<file path="src/rtl/fifo_wr_arbiter.sv">
// -----------------------------------------------------------------------------
// fifo_wr_arbiter
//
// Round-robin burst arbiter in front of the write port of the asynchronous
// count FIFO. NUM_REQ producers offer words with a valid/ready handshake. One
// producer at a time owns the FIFO write port for a burst of up to MAX_BURST
// words. FIFO full backpressure stalls the burst without releasing it.
// Everything runs in the FIFO write clock domain.
//
// Parameters:
//   NUM_REQ     number of requesters (1..8)
//   DATA_WIDTH  word width, equal to the FIFO DATA_WIDTH
//   MAX_BURST   maximum words per grant (1..256)
//
// Ports:
//   wr_clk            in   write-domain clock
//   wr_rst_n          in   asynchronous active-low reset
//   req_data          in   packed words, requester i at [i*DATA_WIDTH +: DATA_WIDTH]
//   req_valid         in   per-requester word available
//   req_ready         out  per-requester word accepted when valid & ready
//   fifo_full         in   FIFO full flag
//   fifo_almost_full  in   FIFO almost_full flag (optional feature only)
//   fifo_wr_data      out  FIFO write data
//   fifo_wr_en        out  FIFO write enable
//   grant             out  one-hot current owner, 0 when idle
//   word_count        out  words written since reset (wraps at 2^32)
//
// Optional feature macro: FIFO_WR_ARB_ALMOST_FULL_EN
//   Defined: no new grant is issued while fifo_almost_full=1; a burst in
//   progress is limited only by fifo_full. Undefined: fifo_almost_full is
//   ignored.
// -----------------------------------------------------------------------------
module fifo_wr_arbiter #(
    parameter int NUM_REQ    = 4,
    parameter int DATA_WIDTH = 16,
    parameter int MAX_BURST  = 4
) (
    input  logic                          wr_clk,
    input  logic                          wr_rst_n,
    input  logic [NUM_REQ*DATA_WIDTH-1:0] req_data,
    input  logic [NUM_REQ-1:0]            req_valid,
    output logic [NUM_REQ-1:0]            req_ready,
    input  logic                          fifo_full,
    input  logic                          fifo_almost_full,
    output logic [DATA_WIDTH-1:0]         fifo_wr_data,
    output logic                          fifo_wr_en,
    output logic [NUM_REQ-1:0]            grant,
    output logic [31:0]                   word_count
);

    // Beat counter only has to hold 0..MAX_BURST-1: the write that would
    // reach MAX_BURST releases the grant instead of incrementing.
    localparam int BEAT_W = (MAX_BURST > 1) ? $clog2(MAX_BURST) : 1;
    localparam logic [BEAT_W-1:0] LAST_BEAT = BEAT_W'(MAX_BURST - 1);

    typedef enum logic {
        IDLE  = 1'b0,
        GRANT = 1'b1
    } state_t;

    state_t              state_reg;
    logic [NUM_REQ-1:0]  grant_reg;
    // Last-grant pointer kept one-hot; resets to the top requester so that
    // requester 0 has first priority.
    logic [NUM_REQ-1:0]  last_grant_reg;
    logic [BEAT_W-1:0]   beat_cnt_reg;
    logic [31:0]         word_count_reg;

    // ------------------------------------------------------------------
    // Round-robin pick: prefer valid requesters strictly above the last
    // owner; if none, wrap to the lowest valid one. The lowest set bit of
    // the candidate vector is isolated with v & (-v).
    // ------------------------------------------------------------------
    logic [NUM_REQ-1:0] upper_mask;
    logic [NUM_REQ-1:0] upper_valid;
    logic [NUM_REQ-1:0] cand_valid;
    logic [NUM_REQ-1:0] pick_onehot;
    logic               issue_ok;
    logic               owner_valid;

    assign upper_mask  = ~(last_grant_reg | (last_grant_reg - NUM_REQ'(1)));
    assign upper_valid = req_valid & upper_mask;
    assign cand_valid  = (|upper_valid) ? upper_valid : req_valid;
    assign pick_onehot = cand_valid & (~cand_valid + NUM_REQ'(1));

`ifdef FIFO_WR_ARB_ALMOST_FULL_EN
    assign issue_ok = (|req_valid) & ~fifo_full & ~fifo_almost_full;
`else
    assign issue_ok = (|req_valid) & ~fifo_full;
    logic unused_almost_full;
    assign unused_almost_full = fifo_almost_full;
`endif

    // ------------------------------------------------------------------
    // Owner-side handshake. grant_reg is zero in IDLE, so these all
    // collapse to zero there without referring to the state.
    // ------------------------------------------------------------------
    assign owner_valid = |(req_valid & grant_reg);
    assign req_ready   = fifo_full ? '0 : grant_reg;
    assign fifo_wr_en  = owner_valid & ~fifo_full;
    assign grant       = grant_reg;
    assign word_count  = word_count_reg;

    // AND-OR data mux on the one-hot grant: a column of masked bits per
    // data bit, then an OR across requesters. Output is 0 when grant=0.
    logic [DATA_WIDTH-1:0][NUM_REQ-1:0] col_bits;

    generate
        for (genvar gi = 0; gi < NUM_REQ; gi++) begin : g_req
            for (genvar bi = 0; bi < DATA_WIDTH; bi++) begin : g_bit
                assign col_bits[bi][gi] = grant_reg[gi] & req_data[gi*DATA_WIDTH + bi];
            end
        end
        for (genvar bi = 0; bi < DATA_WIDTH; bi++) begin : g_or
            assign fifo_wr_data[bi] = |col_bits[bi];
        end
    endgenerate

    // ------------------------------------------------------------------
    // Grant FSM
    // ------------------------------------------------------------------
    always_ff @(posedge wr_clk or negedge wr_rst_n) begin
        if (!wr_rst_n) begin
            state_reg      <= IDLE;
            grant_reg      <= '0;
            last_grant_reg <= NUM_REQ'(1) << (NUM_REQ - 1);
            beat_cnt_reg   <= '0;
            word_count_reg <= '0;
        end else begin
            case (state_reg)
                IDLE: begin
                    if (issue_ok) begin
                        grant_reg    <= pick_onehot;
                        beat_cnt_reg <= '0;
                        state_reg    <= GRANT;
                    end
                end
                GRANT: begin
                    if (!owner_valid) begin
                        // Owner withdrew (also while full): release, no word.
                        state_reg      <= IDLE;
                        last_grant_reg <= grant_reg;
                        grant_reg      <= '0;
                    end else if (fifo_wr_en) begin
                        word_count_reg <= word_count_reg + 32'd1;
                        if (beat_cnt_reg == LAST_BEAT) begin
                            state_reg      <= IDLE;
                            last_grant_reg <= grant_reg;
                            grant_reg      <= '0;
                        end else begin
                            beat_cnt_reg <= beat_cnt_reg + BEAT_W'(1);
                        end
                    end
                    // Full with owner still valid: hold grant, freeze beats.
                end
                default: begin
                    state_reg <= IDLE;
                    grant_reg <= '0;
                end
            endcase
        end
    end

endmodule

</file>
<file path="config.mk">
export PLATFORM = sky130hd
export DESIGN_NAME = fifo_wr_arbiter
export DESIGN_NICKNAME = d
export VERILOG_FILES = /design/src/rtl/fifo_wr_arbiter.sv
export SDC_FILE = /design/constraint.sdc
export NUM_CORES = 1
export LEC_CHECK = 0
export ABC_CLOCK_PERIOD_IN_PS = 2000
export CORE_MARGIN = 2
export CORE_UTILIZATION = 40
export CTS_BUF_LIST = sky130_fd_sc_hd__clkbuf_16
export DETAILED_ROUTE_END_ITERATION = 10
export GPL_ROUTABILITY_DRIVEN = 0
export HOLD_SLACK_MARGIN = 0.1
export PLACE_DENSITY = 0.78
export SLEW_MARGIN = 25
export SYNTH_ARGS = -nofsm -noshare
export SYNTH_HDL_FRONTEND = slang
export SYNTH_SLANG_ARGS = --single-unit
</file>
<file path="constraint.sdc">
create_clock -name wr_clk -period 2 [get_ports wr_clk]
set_input_delay 0.4 -clock wr_clk [delete_from_list [all_inputs] [get_ports wr_clk]]
set_output_delay 0.4 -clock wr_clk [all_outputs]
set_load 0.005 [all_outputs]
</file>
==> impl_metrics.csv <==
group,metric,value,unit
outcome,status,"completed",
cts,clkSlewWorstSetupHoldPaths,60,ps
timing,relSlewSlack,67.3,%
die,die-area,6770,um2
die,core,5920,um2
routing,routed_wl,7220,um
logic_synthesis,ys_seq_area_share,43.9,%
final_layout,largest_reg_flops,32,
routing,drt_iter0_drc,96,
run,cap_violations,0,
worst_hold_path,hp-start,"word_count[31]",
logic_synthesis,synth.largest_area_cell,"dfrtp_1",
logic_synthesis,synth_seq_cells,43,
worst_hold_path,hold_end,"word_count[31]",
place,dp_hpwl,5460,um
final_layout,num_antenna_cells,0,
timing,setup_viol,0,
final_layout,design_area,4310,um2
critical_path,worstRegToRegCells,5,
logic_synthesis,avgSynthCellArea,9.81,um2
critical_path,worstSetupEndpointType,"primary output",
worst_hold_path,hold_class,"reg -> reg",
timing,slew_violations,0,
cts,clk_path_buf_depth,2,
pwr,power.leakage,0.00203,uW
logic_synthesis,postSynthNetCount,324,
critical_path,r2r-start,"last_grant_reg[3]",
logic_synthesis,netlist.area_leader.share,42.9,%
routing,firstDrtPassIters,4,
cts,cts_tree,"yes",
pwr,p_per_area,932,nW/um2
die,initial_utilization,41.4,%
final_layout,drive_gt1_share,17.3,%
pwr,max-vdd-ir-drop,0.530,mV
cts,cts_buffers,5,
die,io_pins,129,
global_route,grt_antenna_before_repair,0,
critical_path,path_max_fanout,13,
die,die_h,82.3,um
routing,post_drt_wl_per_cell,15.1,um
critical_path,r2r_slack,150,ps
logic_synthesis,synth_edf_count,0,
critical_path,crit_type,"reg -> out",
logic_synthesis,synth_area_leaders,"dfrtp_1 (43%), a22oi_1 (9.8%), xnor2_1 (9.3%)",
worst_hold_path,whs_path_depth,1,
cts,cts.sinks,43,
routing,vias,2573,
timing,grt_setup_unrepaired,"yes",
logic_synthesis,ys_warn_count,0,
final_layout,fin_nets,478,
logic_synthesis,async_reset_ff_share,100,%
final_layout,area_growth,75.6,%
cts,root_buffer,"clkbuf_16",
cts,clk_latency,280,ps
logic_synthesis,netlist_instances,250,
critical_path,crit_required,1600,ps
die,rows,28,
routing,ant_nets,0,
critical_path,r2r-end,"grant[3]",
die,die_w,82.3,um
timing,setup_tns,0,ps
routing,vias_per_cell,5.37,
global_route,grt_usage,20.8,%
global_route,grt_pass1_vias,2440,
logic_synthesis,synth_area,2450,um2
cts,htreeDepth,2,
logic_synthesis,synth_cell_types,41,
timing,clock_skew,4.09,ps
timing,max_freq,513,MHz
critical_path,critPathArrivalTime,1550,ps
timing,worst_pin_slew,490,ps
global_route,grt_pass1_wl,11100,um
place,place.port_buffers,127,
timing,min_period_over_period,97.4,%
timing,min_period,1950,ps
critical_path,start_kind,"register",
timing,hold_violations,0,
global_route,grt-ovfl-total,0,
routing,drc,0,
logic_synthesis,synthFlopType,"dfrtp_1",
place,postPlaceCellArea,3980,um2
global_route,grt_max_degree,24,
==> cells in the mapped netlist (all sizes together), types with 2 or more instances <==
cell type	instances
mux2	7
nor2	16
nand4	10
xnor2	26
o22ai	2
and3	6
o21ai	6
ha	2
nor2b	6
nand3	16
nor4	2
o2bb2ai	2
xor2	5
clkbuf	11
inv	3
a22oi	32
nor3	4
dfrtp	42
nand2	35
nand2b	2
a22o	3
==> timing repair <==
| action | in CTS | in global routing |
|---|---|---|
| endpoints found under the hold margin | 11 | 0 |
| gates cloned | 0 | 1 |
| buffers inserted | 0 | 3 |
| hold buffers | 1 | 0 |
| setup endpoints to repair | 17 | 17 |
| gates resized for setup | 11 | 27 |
| pin swaps | 1 | 0 |
==> stage by stage <==
stage | cells | utilization [%] | hold slack (ps) | worst slack [ps] | power, uW
6_report | 479 | 72.7 | 474 | 52.6 | 4010
2_1_floorplan | 250 | - | 104 | 338 | 1930
3_5_place_dp | 467 | 67.2 | 395 | -224 | 3030
3_3_place_gp | 467 | 67.2 | 378 | -169 | 2990
5_1_grt | 479 | 72.7 | 502 | -1.91 | 4250
4_1_cts | 475 | 70.3 | 479 | 8.18 | 3940
==> layout make-up <==
type	instances	area [um2]
fillers	434	1620
repair buffers	158	1590
multi-input cells	193	1370
flip-flops and latches	43	1080
clock buffers	5	125
well taps	75	93.8
clock inverters	2	33.8
inverters	3	11.3
==> per-layer routing <==
layer  GRT usage, %  vias to the layer above  part of all wire (%)
met2           38.5                      103                    53
li1               -                     1220                     -
met3           5.11                        6                   6.9
met1           24.8                     1244                    40
met5              0                        -                     0
met4           3.00                        0                  0.30
==> logic make-up after synthesis <==
logic type | synth area share, %
xor gates and xnor gates | 11.1
AOI/OAI and AO/OA | 15.7
and+or+nand+nor | 22.1
DFF | 43.9
buffers and inverters | 2.55
muxes | 3.62
adders and majority gates | 1.02
==> worst max-delay path: stages (launching register included) <==
cell	delay, ps
dfrtp_1	410
buf_6	170
a22oi_1	180
nand2_1	70
clkdlybuf4s50_1	440
==> power breakdown <==
group / switching, uW / internal (uW) / leakage, uW
combinational: 809 / 1190 / 0.00136
clock: 296 / 577 / 0.0000811
sequential: 158 / 988 / 0.000585
==> placed cells by master (no fill, tap or decap), types with 13 or more instances in the layout <==
master and instances:
dlymetal6s2s_1 13, xnor2_1 26, clkdlybuf4s50_1 106, a22oi_1 23, buf_4 24, nand3_1 16, nor2_1 14, nand2_1 35
dfrtp_1 41
==> how the worst max path moves through the flow <==
stage	start	end	slack, ps	cells after the start
2_1_floorplan	last_grant_reg[3]	grant[3]	340	5
6_report	grant[0]	fifo_wr_data[13]	50	4
5_1_grt	grant[0]	fifo_wr_data[13]	-2	4
4_1_cts	grant[0]	fifo_wr_data[15]	8	4
3_3_place_gp	req_valid[2]	grant[3]	-170	7
3_5_place_dp	req_valid[2]	grant[3]	-220	7
Power figures use the tool's default switching activity.
